### config.mk
export PLATFORM = sky130hd
export DESIGN_NAME = icache_fetch
export DESIGN_NICKNAME = d
export VERILOG_FILES = /design/src/rtl/icache_fetch.sv
export SDC_FILE = /design/constraint.sdc
export NUM_CORES = 1
export LEC_CHECK = 0
export BUFFER_PORTS_ARGS = -buffer_cell sky130_fd_sc_hd__buf_2
export CAP_MARGIN = 20
export CORE_MARGIN = 1
export CORE_UTILIZATION = 52
export DETAILED_ROUTE_END_ITERATION = 8
export PLACE_DENSITY = 0.86
export SETUP_SLACK_MARGIN = 0.5
export SYNTH_ARGS = -nofsm -noshare
export SYNTH_HDL_FRONTEND = slang
export SYNTH_SLANG_ARGS = --single-unit
### constraint.sdc
create_clock -name clk -period 5.8 [get_ports clk]
set_input_delay 0.87 -clock clk [delete_from_list [all_inputs] [get_ports clk]]
set_output_delay 0.87 -clock clk [all_outputs]
set_load 0.01 [all_outputs]
### src/rtl/icache_fetch.sv
// Instruction-fetch stage: direct-mapped, one-word-per-line cache in front of a
// variable-latency instruction memory. Hits return in the same cycle; misses stall.
module icache_fetch #(
  parameter int unsigned ENTRIES = 4
) (
  input  logic        clk,
  input  logic        reset,
  input  logic [31:0] pc,
  output logic [31:0] instr,
  output logic        instr_valid,
  output logic        stall,
  input  logic        invalidate,
  output logic        mem_req,
  output logic [31:0] mem_addr,
  input  logic        mem_ack,
  input  logic [31:0] mem_rdata,
  output logic [15:0] miss_count
);

  localparam int unsigned IDX_W = $clog2(ENTRIES);
  localparam int unsigned TAG_W = 32 - IDX_W - 2;

  typedef enum logic {RUN, WAIT} state_t;

  state_t             state;
  logic [ENTRIES-1:0] lineValid;
  logic [TAG_W-1:0]   tagMem  [ENTRIES];
  logic [31:0]        dataMem [ENTRIES];
  logic               discard;

  logic [IDX_W-1:0] pcIdx;
  logic [TAG_W-1:0] pcTag;
  logic [IDX_W-1:0] fillIdx;
  logic [TAG_W-1:0] fillTag;
  logic             hit;
  logic             fillDone;
  logic             fillWr;
  logic             unusedPcBits;

  assign pcIdx        = pc[IDX_W+1:2];
  assign pcTag        = pc[31:IDX_W+2];
  assign fillIdx      = mem_addr[IDX_W+1:2];
  assign fillTag      = mem_addr[31:IDX_W+2];
  assign unusedPcBits = ^pc[1:0];

  assign hit      = (state == RUN) && lineValid[pcIdx] && (tagMem[pcIdx] == pcTag);
  assign fillDone = (state == WAIT) && mem_req && mem_ack;
  // A fill is dropped if an invalidate arrived with it or while it was outstanding.
  assign fillWr   = fillDone && !invalidate && !discard;

  // Datapath-facing outputs are held at their reset values while reset is asserted.
  always_comb begin
    instr       = 32'h0;
    instr_valid = 1'b0;
    stall       = 1'b0;
    if (reset) begin
      if (hit) begin
        instr       = dataMem[pcIdx];
        instr_valid = 1'b1;
      end else begin
        stall = 1'b1;
      end
    end
  end

  always_ff @(posedge clk or negedge reset) begin
    if (!reset) begin
      state      <= RUN;
      lineValid  <= '0;
      discard    <= 1'b0;
      mem_req    <= 1'b0;
      mem_addr   <= 32'h0;
      miss_count <= 16'h0;
    end else begin
      case (state)
        RUN: begin
          if (!hit) begin
            mem_req  <= 1'b1;
            mem_addr <= {pc[31:2], 2'b00};
            discard  <= 1'b0;
            state    <= WAIT;
          end
        end
        WAIT: begin
          if (fillDone) begin
            mem_req <= 1'b0;
            discard <= 1'b0;
            state   <= RUN;
            if (fillWr) begin
              lineValid[fillIdx] <= 1'b1;
              if (miss_count != 16'hFFFF) miss_count <= miss_count + 16'd1;
            end
          end else if (invalidate) begin
            discard <= 1'b1;
          end
        end
        default: state <= RUN;
      endcase
      if (invalidate) lineValid <= '0;
    end
  end

  // Tag and data storage carry no reset; the valid bits guard them.
  always_ff @(posedge clk) begin
    if (fillWr) begin
      tagMem[fillIdx]  <= fillTag;
      dataMem[fillIdx] <= mem_rdata;
    end
  end

endmodule

==> metrics.yaml, run 1 <==
dr_wl_met2_um: 11300
synthCells: 613
cts_tree: "done"
leakage_uw: 0.00540
die_h_um: 152
start_kind: "input port"
violations: "design-rule violations"
clock_skew_ns: 0.0103
ys_ff_latch: 293
crit_slowest_cell: "mux4_2"
drv_cap: 0
ir_drop_v: 0.000349
crit_type: "in -> out"
drc: 24
rsz0062_at_grt: "false"
max_freq_ghz: 0.203
r2r_end: "mem_addr[19]"
setup_viol: 0
fillers: 1489
htree_levels: 1
wl_per_cell_um: 21.6
worstPathArrival_ns: 4.06
finalNonFillerCells: 1085
path_cells: "buf_4 -> mux4_2 -> xor2_1 -> nor4_2 -> nand4_1 -> nor4_4 -> buf_4 -> and3_1 -> buf_2"
fin_crit_sh: 0.851
core.rowCount: 54
crit_fanout: 36
synth_area_leaders: "edfxtp_1 (61%), dfrtp_1 (11%), mux4_2 (8.2%)"
cp-end-kind: "output pin"
wl_met1_um: 9860
drt-total-wl_um: 23400
utilization: 0.631
synth_enable_flop_cells: 240
period_needed_ns: 4.93
overflow: 0
synthArstFlopShare: 0.181
path_common_cell: "buf_4"
io_buffers: 146
fp.dieArea_sq_um: 23200
clkLatencyLatePin_ns: 0.54
final_max_slew_viol_count: 0
cts.sinks: 293
p_per_area_nw_per_um2: 378
via_count: 6159
yosysWarnings: 0
synth-main-ff-cell: "edfxtp_1"
numCtsBuffers: 30
relSlewSlack: 0.252
yosys.cell_count.top_type: "edfxtp_1"
antenna_left: 0
r2r_setup_slack_ns: 2.23
firstDrtPassIters: 8
grt_max_degree: 62
io_pins: 151
antenna_found_initial: 1
grt_pass1_vias: 6428
path_clk_slew_ns: 0.06
post_cts_buffers: 0
dp.cells: 1027
cts_resized: 0
clock_path_buffers: 3
power.total_uw: 5240
area_growth_pct: 18.0
cp_data_required_time_ns: 4.93
hold_viol: 0
synth_cell_types: 58
nets: 848
grt_usage: 0.206
yosysSeqAreaShare: 0.726
core_area_sq_um: 22000
tns_ns: 0
tightestPinTransition_ns: 1.12
worst_r2r_path_depth: 8
maxUsedRoutingLayer: "met5"
crit_path_max_incr_delay_ns: 0.60
cts_root_buffer: "clkbuf_16"
synth_top_area_cell: "edfxtp_1"
wl_met3_um: 1680
status: "finished, violations left"
grt_first_pass_wirelength_um: 36400
drive_gt1_frac: 0.361
viasPerCell: 5.68
drt_iter0_markers: 455
routabilityCongestion: 0.828
chipWidth_um: 152
hold_class: "in -> async"
syn-mean-instance-area_sq_um: 19.2
start_util: 0.535
synth_common_cells: "edfxtp_1 (240), dfrtp_1 (53), mux4_2 (43), and3_1 (35), mux2i_1 (28)"
hpwlAfterDp_um: 14400
worstReg2RegStart: "tagMem[0][18]"
netlist_area_sq_um: 11700
hold_buffers: 0
netlist.area_leader.share: 0.614
[area by class of cell]
cell class	instances	area, sq um	area share
clock inverter	21	268	0.0193
clock buffer	35	791	0.0571
inverter	9	33.8	0.00244
antenna	2	5.00	0.000361
tap	280	350	0.0253
timing repair buffer	162	858	0.0619
multi-input combinational	283	3020	0.218
sequential	293	8530	0.616
[critical path: cells and delay by family]
family	cells	cell delay [ns]
buffers and inverters	3	1.03
multiplexers	1	0.60
XOR/XNOR	1	0.16
AND/OR/NAND/NOR	4	1.37
[worst max path at each step]
| stage | startpoint | to | slack [ns] | depth (start not counted) |
|---|---|---|---|---|
| after floorplan | mem_ack | dataMem[2][0] | 1.52 | 4 |
| after global placement | pc[2] | instr[13] | 0.85 | 10 |
| after detailed placement | pc[2] | instr[12] | 0.82 | 10 |
| after CTS | pc[2] | instr[12] | 0.81 | 9 |
| after global routing | pc[2] | instr[1] | 0.64 | 10 |
| final | pc[2] | instr[1] | 0.87 | 9 |
[through the flow]
stage,area [sq um],worst slack (ns),hold WS [ns]
after floorplan,11800,1.52,0.448
after global placement,12800,0.848,0.459
after detailed placement,12800,0.819,0.466
after CTS,13900,0.812,0.368
after global routing,13900,0.644,0.396
final,13900,0.866,0.369
[registers in the layout (all words and copies together) (netlist names)]
| signal | cells |
|---|---|
| mem_addr | 30 |
| mem_req | 1 |
| lineValid | 4 |
| dataMem | 128 |
| tagMem | 112 |
| discard | 1 |
| miss_count | 16 |
| state | 1 |
[routing by layer]
layer	vias to the layer above	track usage
met1	3119	0.276
li1	2781	-
met3	47	0.0475
met4	2	0.0593
met5	-	0
met2	210	0.341
[cells in the final DEF (no fill, tap or decap), types with 19 or more instances in the layout]
cell type  synthesis  routed
mux2i_1           28      28
and3_1            35      34
edfxtp_1         240     240
dfrtp_1           53      53
clkbuf_16          0      31
mux4_2            43      43
buf_4              3      19
buf_2              6     143
mux2_4            20      20
[cell families (layout without fill, tap and decap cells)]
| group | after synthesis | after routing | synth area share |
|---|---|---|---|
| AO/OA/AOI/OAI | 41 | 41 | 0.0243 |
| XOR/XNOR | 34 | 34 | 0.0254 |
| adder cells (fa/ha/maj) | 1 | 1 | 0.00107 |
| buffers and inverters | 38 | 227 | 0.0200 |
| flip-flops | 293 | 293 | 0.726 |
| multiplexers | 107 | 107 | 0.154 |
| other | 1 | 4 | 0.000319 |
| AND/OR/NAND/NOR | 98 | 98 | 0.0489 |
[power breakdown]
part           total, uW  switching [uW]  internal, uW
logic                510             245           265
registers           2700             182          2520
clock network       2020             780          1240
Note: power is estimated with default switching activity, not from simulation.
==> run 2: changes to the inputs <==
--- a/config.mk
+++ b/config.mk
@@ -10,7 +10,8 @@
 export CORE_MARGIN = 1
 export CORE_UTILIZATION = 52
 export DETAILED_ROUTE_END_ITERATION = 8
-export PLACE_DENSITY = 0.86
+export MAX_ROUTING_LAYER = met4
+export PLACE_DENSITY = 0.76
 export SETUP_SLACK_MARGIN = 0.5
 export SYNTH_ARGS = -nofsm -noshare
 export SYNTH_HDL_FRONTEND = slang
==> run 2 against run 1 <==
  * The flow still finishes with violations (design-rule violations)
  * Worst setup slack improved by 0.11 ns
  * Core utilization shrank 0.66 points
  * Critical endpoint is now instr[0]
  * Largest cell class unchanged
  * Global-route usage grew 0.81 points
  * Final area down 1.0%
  * Maximum frequency up 2.2%
  * Highest routed layer is now met4
==> metrics.yaml, run 2 (synthesis gave the netlist of run 1 again) <==
status: "finished, violations left"
violations: "design-rule violations"
regMostFlops: "dataMem"
grt_usage: 0.214
final_common_cell: "edfxtp_1"
start_util: 0.535
worstReg2RegStart: "tagMem[0][18]"
io_pins: 151
via_count: 6196
path_clk_slew_ns: 0.06
setup_viol: 0
grt_pass1_vias: 6581
r2r_setup_slack_ns: 2.28
utilization: 0.624
start_kind: "input port"
drt_iter0_markers: 424
final_area_sq_um: 13700
crit_type: "in -> out"
cp-end-kind: "output pin"
fin_crit_sh: 0.833
cts_root_buffer: "clkbuf_16"
layout_common_cells: "edfxtp_1 (240), buf_2 (143), dfrtp_1 (53)"
die_h_um: 152
post_cts_buffers: 0
hold_viol: 0
drive_gt1_frac: 0.357
tns_ns: 0
clkLatencyLatePin_ns: 0.55
firstDrtPassIters: 7
numCtsBuffers: 30
max_freq_ghz: 0.207
leakage_uw: 0.00534
htree_levels: 1
grt_max_degree: 62
drt-total-wl_um: 23900
overflow: 0
fp.dieArea_sq_um: 23200
final_max_slew_viol_count: 0
cp_data_required_time_ns: 4.93
clock_path_buffers: 3
hold_class: "in -> async"
antenna_found_initial: 1
area_growth_pct: 16.7
cts_resized: 0
routabilityCongestion: 0.822
wl_per_cell_um: 22.1
worst_r2r_path_depth: 9
r2r_end: "mem_addr[30]"
cts_tree: "done"
clock_skew_ns: 0.0192
hpwlAfterDp_um: 14300
worstPathArrival_ns: 3.96
hold_buffers: 0
nets: 843
antenna_left: 0
drv_cap: 0
core_area_sq_um: 22000
ff_latch_area_sq_um: 8530
ir_drop_v: 0.000269
top_regs: "dataMem: 128 flops, tagMem: 112 flops, mem_addr: 30 flops"
period_needed_ns: 4.83
tightestPinTransition_ns: 0.996
multi_input_area_sq_um: 3020
grt_first_pass_wirelength_um: 36900
chipWidth_um: 152
cts.sinks: 293
post_dp_cell_area_sq_um: 12800
viasPerCell: 5.74
rsz0062_at_grt: "false"
drc: 18
core.rowCount: 54
io_buffers: 146
fillers: 1553
largest_reg_flops: 128
crit_fanout: 44
holdWs_ns: 0.365
relSlewSlack: 0.336
p_per_area_nw_per_um2: 368
-- run 2: critical path, stage by stage --
cell	delay (ns)
buf_4	0.52
buf_4	0.48
mux2i_1	0.27
xnor2_1	0.10
nor4_1	0.33
o221ai_1	0.26
nor4_4	0.24
buf_4	0.44
and3_1	0.26
buf_2	0.15
-- run 2: worst max-delay path by stage --
| stage | depth (start not counted) | start | end |
|---|---|---|---|
| finish | 10 | pc[3] | instr[0] |
| global route | 9 | pc[2] | instr[16] |
| CTS | 9 | pc[2] | instr[0] |
| detailed placement | 9 | pc[2] | instr[1] |
| global placement | 9 | pc[2] | instr[1] |
| floorplan | 4 | mem_ack | dataMem[2][0] |
-- run 2: per-stage QoR --
| step | std cells | setup slack (ns) | total power, uW |
|---|---|---|---|
| CTS | 1078 | 0.953 | 5080 |
| global route | 1079 | 0.744 | 5220 |
| floorplan | 614 | 1.52 | 2990 |
| global placement | 1022 | 1.01 | 3220 |
| finish | 1080 | 0.971 | 5050 |
| detailed placement | 1022 | 0.980 | 3270 |
-- run 2: power breakdown --
group	switching [uW]	internal, uW	total (uW)
combinational	255	264	520
sequential	181	2520	2700
clock	762	1070	1830
-- run 2: cell type report --
class	instances	area share
Tap cell	280	0.0255
Clock buffer	40	0.0620
Clock inverter	16	0.00748
Sequential cell	293	0.622
Inverter	9	0.00246
Multi-Input combinational cell	283	0.220
Timing Repair Buffer	157	0.0599
Antenna cell	2	0.000365
-- run 2: per-layer routing --
layer	routed length, um	up-vias	global-route usage
met4	409	0	0.0505
met5	0	-	-
met1	9870	3204	0.277
met2	11900	197	0.350
li1	-	2764	-
met3	1660	31	0.0441
